--- src/rtl/raisin64_pkg.sv ---
// Shared Raisin64 definitions: datapath widths, execute-unit indices and the
// commit-stage state and queue-entry types.
package raisin64_pkg;

  localparam int RN_W   = 6;
  localparam int DATA_W = 64;

  localparam int UNIT_ALU1    = 0;
  localparam int UNIT_ALU2    = 1;
  localparam int UNIT_ADVINT  = 2;
  localparam int UNIT_MEMUNIT = 3;

  typedef enum logic {
    PICK   = 1'b0,
    SECOND = 1'b1
  } commit_state_e;

  typedef struct packed {
    logic [RN_W-1:0]   rd_rn;
    logic [DATA_W-1:0] data;
    logic              rd2_en;
    logic [RN_W-1:0]   rd2_rn;
    logic [DATA_W-1:0] data2;
  } commit_entry_t;

endpackage

--- src/rtl/commit_fifo.sv ---
// Small synchronous result queue; pointers carry one extra wrap bit so that
// full and empty can be told apart without a separate count.
module commit_fifo #(
  parameter int DEPTH = 2,
  parameter int WIDTH = 8
) (
  input  logic             clk,
  input  logic             rst_n,
  input  logic             push_i,
  input  logic             pop_i,
  input  logic             flush_i,
  input  logic [WIDTH-1:0] din_i,
  output logic             full_o,
  output logic             empty_o,
  output logic [WIDTH-1:0] head_o
);

  localparam int AW = $clog2(DEPTH);

  logic [WIDTH-1:0] mem_q [DEPTH];
  logic [AW:0]      wr_ptr_q;
  logic [AW:0]      rd_ptr_q;

  assign empty_o = (wr_ptr_q == rd_ptr_q);
  assign full_o  = (wr_ptr_q[AW] != rd_ptr_q[AW]) &&
                   (wr_ptr_q[AW-1:0] == rd_ptr_q[AW-1:0]);
  assign head_o  = mem_q[rd_ptr_q[AW-1:0]];

  always_ff @(posedge clk or negedge rst_n) begin
    if (!rst_n) begin
      wr_ptr_q <= '0;
      rd_ptr_q <= '0;
    end else if (flush_i) begin
      wr_ptr_q <= '0;
      rd_ptr_q <= '0;
    end else begin
      if (push_i && !full_o) wr_ptr_q <= wr_ptr_q + 1'b1;
      if (pop_i && !empty_o) rd_ptr_q <= rd_ptr_q + 1'b1;
    end
  end

  // Storage needs no reset: entries are only ever read while valid.
  always_ff @(posedge clk) begin
    if (push_i && !full_o && !flush_i) mem_q[wr_ptr_q[AW-1:0]] <= din_i;
  end

endmodule

--- src/rtl/commit.sv ---
// Raisin64 commit stage: per-unit result queues arbitrated onto the single
// register-file write port. Define COMMIT_RR_ARB_EN for round-robin grants.
module commit
  import raisin64_pkg::*;
#(
  parameter int NUM_UNITS = 4,
  parameter int DEPTH     = 2
) (
  input  logic                        clk,
  input  logic                        rst_n,
  input  logic [NUM_UNITS-1:0]        res_valid,
  output logic [NUM_UNITS-1:0]        res_ready,
  input  logic [RN_W*NUM_UNITS-1:0]   res_rd_rn,
  input  logic [DATA_W*NUM_UNITS-1:0] res_data,
  input  logic [NUM_UNITS-1:0]        res_rd2_en,
  input  logic [RN_W*NUM_UNITS-1:0]   res_rd2_rn,
  input  logic [DATA_W*NUM_UNITS-1:0] res_data2,
  input  logic                        flush,
  output logic                        w_en,
  output logic [RN_W-1:0]             w_rn,
  output logic [DATA_W-1:0]           w_data,
  output logic                        free_en,
  output logic [RN_W-1:0]             free_rn,
  output logic                        busy
);

  localparam int UW = (NUM_UNITS > 1) ? $clog2(NUM_UNITS) : 1;
  localparam int EW = $bits(commit_entry_t);

  commit_entry_t        head [NUM_UNITS];
  logic [NUM_UNITS-1:0] full, empty, push, pop;
  commit_state_e        state_q;
  logic [UW-1:0]        lock_q, grant, cand, sel;
  logic                 grant_valid, slot_valid;
  commit_entry_t        sel_entry;
  logic [RN_W-1:0]      slot_rn;
  logic [DATA_W-1:0]    slot_data;
  logic                 w_en_q, free_en_q;
  logic [RN_W-1:0]      w_rn_q, free_rn_q;
  logic [DATA_W-1:0]    w_data_q;
`ifdef COMMIT_RR_ARB_EN
  logic [UW-1:0]        rr_q;
`endif

  assign res_ready = ~full & {NUM_UNITS{~flush}};
  assign push      = res_valid & res_ready;

  for (genvar i = 0; i < NUM_UNITS; i++) begin : g_unit
    commit_entry_t din;
    assign din = '{rd_rn:  res_rd_rn[i*RN_W +: RN_W],
                   data:   res_data[i*DATA_W +: DATA_W],
                   rd2_en: res_rd2_en[i],
                   rd2_rn: res_rd2_rn[i*RN_W +: RN_W],
                   data2:  res_data2[i*DATA_W +: DATA_W]};

    commit_fifo #(.DEPTH(DEPTH), .WIDTH(EW)) u_fifo (
      .clk     (clk),
      .rst_n   (rst_n),
      .push_i  (push[i]),
      .pop_i   (pop[i]),
      .flush_i (flush),
      .din_i   (din),
      .full_o  (full[i]),
      .empty_o (empty[i]),
      .head_o  (head[i])
    );
  end

  // Candidate order: fixed lowest-index first, or rotating from last grant + 1.
  always_comb begin
    grant_valid = 1'b0;
    grant       = '0;
    cand        = '0;
    for (int k = 0; k < NUM_UNITS; k++) begin
`ifdef COMMIT_RR_ARB_EN
      cand = UW'((int'(rr_q) + 1 + k) % NUM_UNITS);
`else
      cand = UW'(k);
`endif
      if (!grant_valid && !empty[cand]) begin
        grant_valid = 1'b1;
        grant       = cand;
      end
    end
  end

  always_comb begin
    sel        = (state_q == SECOND) ? lock_q : grant;
    sel_entry  = head[sel];
    slot_valid = !flush && ((state_q == SECOND) || grant_valid);
    slot_rn    = (state_q == SECOND) ? sel_entry.rd2_rn : sel_entry.rd_rn;
    slot_data  = (state_q == SECOND) ? sel_entry.data2  : sel_entry.data;
    pop        = '0;
    if (slot_valid && ((state_q == SECOND) || !sel_entry.rd2_en)) pop[sel] = 1'b1;
  end

  always_ff @(posedge clk or negedge rst_n) begin
    if (!rst_n) begin
      state_q   <= PICK;
      lock_q    <= '0;
      w_en_q    <= 1'b0;
      w_rn_q    <= '0;
      w_data_q  <= '0;
      free_en_q <= 1'b0;
      free_rn_q <= '0;
    end else begin
      free_en_q <= w_en_q;
      free_rn_q <= w_rn_q;
      // A slot targeting r0 still burns the cycle but never reaches the file.
      w_en_q    <= slot_valid && (slot_rn != '0);
      if (slot_valid && (slot_rn != '0)) begin
        w_rn_q   <= slot_rn;
        w_data_q <= slot_data;
      end
      if (flush) begin
        state_q <= PICK;
      end else begin
        case (state_q)
          PICK: begin
            if (grant_valid && sel_entry.rd2_en) begin
              state_q <= SECOND;
              lock_q  <= grant;
            end
          end
          SECOND:  state_q <= PICK;
          default: state_q <= PICK;
        endcase
      end
    end
  end

`ifdef COMMIT_RR_ARB_EN
  always_ff @(posedge clk or negedge rst_n) begin
    if (!rst_n) begin
      rr_q <= UW'(NUM_UNITS - 1);
    end else if (!flush && (state_q == PICK) && grant_valid) begin
      rr_q <= grant;
    end
  end
`endif

  assign w_en    = w_en_q;
  assign w_rn    = w_rn_q;
  assign w_data  = w_data_q;
  assign free_en = free_en_q;
  assign free_rn = free_rn_q;
  assign busy    = (|(~empty)) || (state_q == SECOND);

endmodule

--- config.mk ---
export PLATFORM = sky130hd
export DESIGN_NAME = commit
export DESIGN_NICKNAME = d
export VERILOG_FILES = /design/src/rtl/raisin64_pkg.sv /design/src/rtl/commit_fifo.sv /design/src/rtl/commit.sv
export SDC_FILE = /design/constraint.sdc
export NUM_CORES = 1
export LEC_CHECK = 0
export CAP_MARGIN = 10
export CORE_MARGIN = 5
export CORE_UTILIZATION = 55
export DETAILED_ROUTE_END_ITERATION = 6
export GPL_TIMING_DRIVEN = 0
export MAX_ROUTING_LAYER = met4
export PLACE_DENSITY = 0.8
export SLEW_MARGIN = 15
export SYNTH_ARGS = -nofsm -noshare
export SYNTH_HDL_FRONTEND = slang
export SYNTH_SLANG_ARGS = --single-unit
--- constraint.sdc ---
create_clock -name clk -period 9.95 [get_ports clk]
set_input_delay 1.99 -clock clk [delete_from_list [all_inputs] [get_ports clk]]
set_output_delay 1.99 -clock clk [all_outputs]
set_load 0.05 [all_outputs]
# ---- Yosys cells after proc, flatten, opt, wreduce, memory -nomap -nowiden
# Memories as Yosys holds them, arrays and structs flattened.
# Index checks and enable logic that the tools add are counted.
dict set report totals {
  ff_bits 97
  mem_bits_rw 1128
  in_bits 571
  out_inout_bits 83
  mem_count 4
}
dict set report op_classes {
  addsub 8
  order_cmp 3
  n_eq_ne 12
  n_mux 43
  bitwise_logic 7
  n_reduce_logical 50
}
# memory words word_bits read_ports rd_ports_with_merged_regs wr line_no
set memory_table {}
lappend memory_table {{g_unit[0].u_fifo.mem_q} 2 141 1 0 1 commit_fifo.sv:20} ;# logic [WIDTH-1:0] mem_q [DEPTH];
lappend memory_table {{g_unit[1].u_fifo.mem_q} 2 141 1 0 1 commit_fifo.sv:20}
lappend memory_table {{g_unit[2].u_fifo.mem_q} 2 141 1 0 1 commit_fifo.sv:20}
lappend memory_table {{g_unit[3].u_fifo.mem_q} 2 141 1 0 1 commit_fifo.sv:20}
# cell n
set ops {}
lappend ops {{$bmux 141 s2} 1}
lappend ops {{$mux 141} 2}
lappend ops {{$mux 64} 1}
lappend ops {{$mux 2} 19}
lappend ops {{$logic_and 1x1->1} 24}
lappend ops {{$add 2x1->2 const B} 8}
lappend ops {{$mux 1} 16}
lappend ops {{$reduce_bool 2->1} 8}
lappend ops {{$logic_not 1->1} 12}
lappend ops {{$and 4x4->4} 2}
lappend ops {{$eq 2x2->1} 4}
lappend ops {{$not 4->4} 2}
lappend ops {{$mux 6} 1}
lappend ops {{$reduce_bool 6->1} 1}
lappend ops {{$eq 1x1->1} 4}
lappend ops {{$mux 4} 1}
lappend ops {{$ne 1x1->1} 4}
lappend ops {{$reduce_or 4->1} 1}
lappend ops {{$ge 3x3->1 const B} 1}
lappend ops {{$logic_or 1x1->1} 3}
lappend ops {{$lt 2x3->1 const B} 1}
lappend ops {{$not 2->3} 1}
lappend ops {{$reduce_and 3->1} 1}
lappend ops {{$demux 1 s2} 1}
lappend ops {{other kinds (3)} 4}

# ---- Longest topological paths before layout
dict set report logic_depth {
  depth_word 22
  ltp_mapped 12
  ltp_nobuf 8
}

# ---- Modules after synthesis
# Synthesis repeated with hierarchy kept, for this count alone.
dict set report hier_totals {
  hier_cells 2833
  area_unflattened_um2 49822.8
}
# module instances cells_per_inst area_per_inst_um2
set modules_own_cells {}
lappend modules_own_cells {{commit_fifo (g_unit[1].u_fifo ...)} 2 470 10527.6}
lappend modules_own_cells {{commit_fifo (g_unit[3].u_fifo)} 1 471 10540.1}
lappend modules_own_cells {{commit_fifo (g_unit[0].u_fifo)} 1 470 10487.6}
lappend modules_own_cells {commit 1 952 7739.9}

# ---- Least setup slack after synthesis
# No wires, ideal clock.
dict set report synth_timing {
  path_kind {input-to-reg}
  startpoint {input flush}
  endpoint {memory g_unit[0].u_fifo.mem_q[0][0] in the netlist's numbering (enable)}
  setup_time_ns 0.644
  arrival_time_ns 9.100
  required_ns 9.306
  setup_slack_ns 0.206
  cell_stages 4
  n_path_buf 1
  path_cell_list {clkbuf_1 a21oi_1 nand2_1 nor2_1}
}
dict set report synth_between {
  elab_chain_len 7
}
# element line_no
set synth_lines {}
lappend synth_lines {{start: declaration} commit.sv:18} ;# input logic flush,
lappend synth_lines {{$not 1->1 (no line)} --}
lappend synth_lines {{$and 4x4->4} commit.sv:45} ;# assign res_ready = ~full & {NUM_UNITS{~flush}};
lappend synth_lines {{named net res_ready[0]} commit.sv:12} ;# output logic [NUM_UNITS-1:0] res_ready,
lappend synth_lines {{$and 4x4->4} commit.sv:46} ;# assign push = res_valid & res_ready;
lappend synth_lines {{$logic_and 1x1->1 (2 in series)} commit_fifo.sv:44} ;# if (push_i && !full_o && !flush_i) mem_q[wr_ptr_q[AW-1:0]] <= din_i;
lappend synth_lines {{$mux 1} commit_fifo.sv:44}
lappend synth_lines {{$mux 1 (not written as such)} commit_fifo.sv:44}
lappend synth_lines {{end: declaration} commit_fifo.sv:20}
# The timed path passes the listed nets, and every way through them passes these cells.

# ---- Worst setup path after layout
dict set report layout_timing {
  startpoint {input flush}
  endpoint {output res_ready[0]}
}
dict set report layout_between {
  elab_chain_len 2
}
# element line_no
set layout_lines {}
lappend layout_lines {{$not 1->1 (no line)} --}
lappend layout_lines {{$and 4x4->4} commit.sv:45}
lappend layout_lines {{end: declaration} commit.sv:12}
# Every way passes these cells.

==> impl_metrics.ini <==
[outcome]
status = finished clean

[logic_synthesis]
async_flop_share = 0.0792
syn_avg_cell_area_um2 = 17.3
yosys.area.top_type_share = 0.703
syn_area_mm2 = 0.0481
ys_seq_area_frac = 0.754
synthCells = 2782
synth_area_leader_cell = edfxtp_1
ys_ff_latch = 1225
synth_edf_count = 1128
ys_top_cells_by_area = edfxtp_1 70%, mux2i_1 7.7%, dfrtp_1 5.0%, mux2_2 3.4%, a211oi_1 3.1%
synthDistinctLibCells = 56
synth_nets = 3353
yosys.cell_count.top_type = edfxtp_1
yosys-top-cells-count = 1,128 x edfxtp_1, 371 x mux2i_1, 201 x a211oi_1
ys.flop_type = edfxtp_1
yosys_warnings = 0

[power_and_ir_drop]
leakage_uw = 0.0199
power_uw = 15600
ir_drop_v = 0.000197
power.density_mw_per_mm2 = 253

[route]
firstDrtPassIters = 6
viasPerCell = 6.29
finalWirelength_mm = 162
drc_errors = 0
ant_nets = 0
vias = 31000
drt_iter0_markers = 4273
wl_per_cell_um = 32.8

[cts]
worst_skew_pair.late_latency_ns = 0.70
cts.sinks = 1225
cts_hold_buffers = 0
cts_max_level = 3
cts_made_buffers = 118
cts_tree = done
post-cts-setup-buffer-count = 0
clk_pin_slew_ns = 0.06
clock_path_buffers = 3
clockRootBuffer = clkbuf_16
cts_resized = 0

[worst_setup_path]
worstPathMaxFanout = 10
critPathMostFrequentCell = clkdlybuf4s50_1
worstSetupPathType = primary input to output pin
crit_required_ns = 7.96
worstPathArrival_ns = 4.08
end_kind = output pin
cp_slowest_cell = clkdlybuf4s50_1
critical_path.max_stage_delay_ns = 0.89
crit_path_start_kind = primary input
crit_chain = clkdlybuf4s50_1 > clkbuf_1 > a21oi_1 > clkdlybuf4s50_1

[placement]
preCtsSetupSlack_ns = 3.94
routabilityCongestion = 0.926
dp_cells = 4631
io_buffers = 653
dp_hpwl_mm = 116

[die]
initial_core_util = 0.554
die_h_um = 306
num_io_pins = 654
coreArea_mm2 = 0.0869
rows = 108
dieArea_mm2 = 0.0936
fp.dieW_um = 306

[sta]
setup_ws_ns = 3.88
finalSetupViolations = 0
finalCritPeriodShare = 0.610
fmax_mhz = 165
fin_crit_ns = 6.07
worstMarginPinSlew_ns = 1.33
finalSetupTns_ns = 0
final_max_slew_viol_count = 0
rsz0062_at_grt = false
finalHoldViolations = 0
skew_ns = 0.0194
maxSlewHeadroom = 0.114
hold_ws_ns = 0.441

[run]
drv_cap = 0

[global_route]
antenna_found_initial = 80
grt_pass1_wl_mm = 222
first_global_vias = 30900
grt-ovfl-total = 0
grt_start_max_net_pins = 59
grt_use_total = 0.344

[cells_and_area]
area_delta_synth_final_pct = 27.6
stdcell_count = 4937
final_layout_size_suffix_gt1_frac = 0.128
final_nets = 4167

[worst_hold_path]
hold_class = flop to flop
-- worst paths after layout --
kind / from / end / slack [ns] / cells after the start
worst max-delay path: flush / res_ready[0] / 3.88 / 4
worst min-delay path: w_en$_DFF_PN0_ / free_en$_DFF_PN0_ / 0.44 / 0
worst max register to register: state_q$_DFF_PN0_ / w_data[14]$_DFFE_PN0P_ / 4.86 / 11
worst min register to register: w_en$_DFF_PN0_ / free_en$_DFF_PN0_ / 0.44 / 0
max in group asynchronous: rst_n / w_data[56]$_DFFE_PN0P_ / 7.86 / 2
min in group asynchronous: rst_n / g_unit[1].u_fifo.wr_ptr_q[0]$_DFFE_PN0P_ / 1.35 / 1
-- state kept, by name (all words and copies together) (netlist names) --
signal	count
w_data	64
g_unit.u_fifo.wr_ptr_q	8
free_en	1
w_en	1
free_rn	6
g_unit.u_fifo.mem_q	1128
w_rn	6
lock_q	2
g_unit.u_fifo.rd_ptr_q	8
state_q	1
-- layout by cell type (no fill, tap or decap), types with 102 or more instances in the layout --
cell / count
a21oi_1: 138
mux2i_1: 371
clkdlybuf4s50_1: 652
nor2b_1: 116
nand2_1: 108
mux2_2: 146
edfxtp_1: 1128
a211oi_1: 201
clkbuf_1: 102
clkbuf_16: 120
-- metal layers --
layer	vias to the layer above	global-route usage	share of wire
li1	12800	-	-
met1	15500	0.450	0.36
met2	2367	0.525	0.47
met3	423	0.0589	0.11
met4	0	0.182	0.058
met5	-	-	0
-- critical path: cells and delay by family --
kind | cells | cell delay, ns
AO/OA/AOI/OAI | 1 | 0.36
buffers and inverters | 3 | 1.71
-- report_power, final --
group          internal, uW  leakage (uW)  switching, uW
clock network          2720       0.00202           1950
logic                  1550       0.00633           3150
registers              6030        0.0115            181
-- per-stage QoR --
step                      cell area [um2]  utilization
after floorplan                     48100            -
after global placement              56100        0.646
after detailed placement            57200        0.658
after CTS                           61300        0.705
after global routing                61400        0.707
final                               61500        0.707
-- logic make-up (layout without fill, tap and decap cells) --
kind of cell / after synthesis / in the layout / synth area share
AO/OA/AOI/OAI: 470 / 470 / 0.0670
buffers and inverters: 175 / 1094 / 0.0155
AND/OR/NAND/NOR: 341 / 341 / 0.0357
XOR/XNOR: 26 / 26 / 0.00473
other: 0 / 81 / 0
flip-flops: 1225 / 1225 / 0.754
multiplexers: 545 / 545 / 0.123
-- area by class of cell --
class	count	area, um2
diodes	81	203
plain buffers	169	728
repair buffers	694	7510
flip-flops and latches	1225	36300
clock buffers	161	3380
well taps	1155	1450
multi-input cells	1382	11200
clock inverters	64	714
inverters	6	22.5
fillers	5395	25400
(Power assumes the default switching activity.)
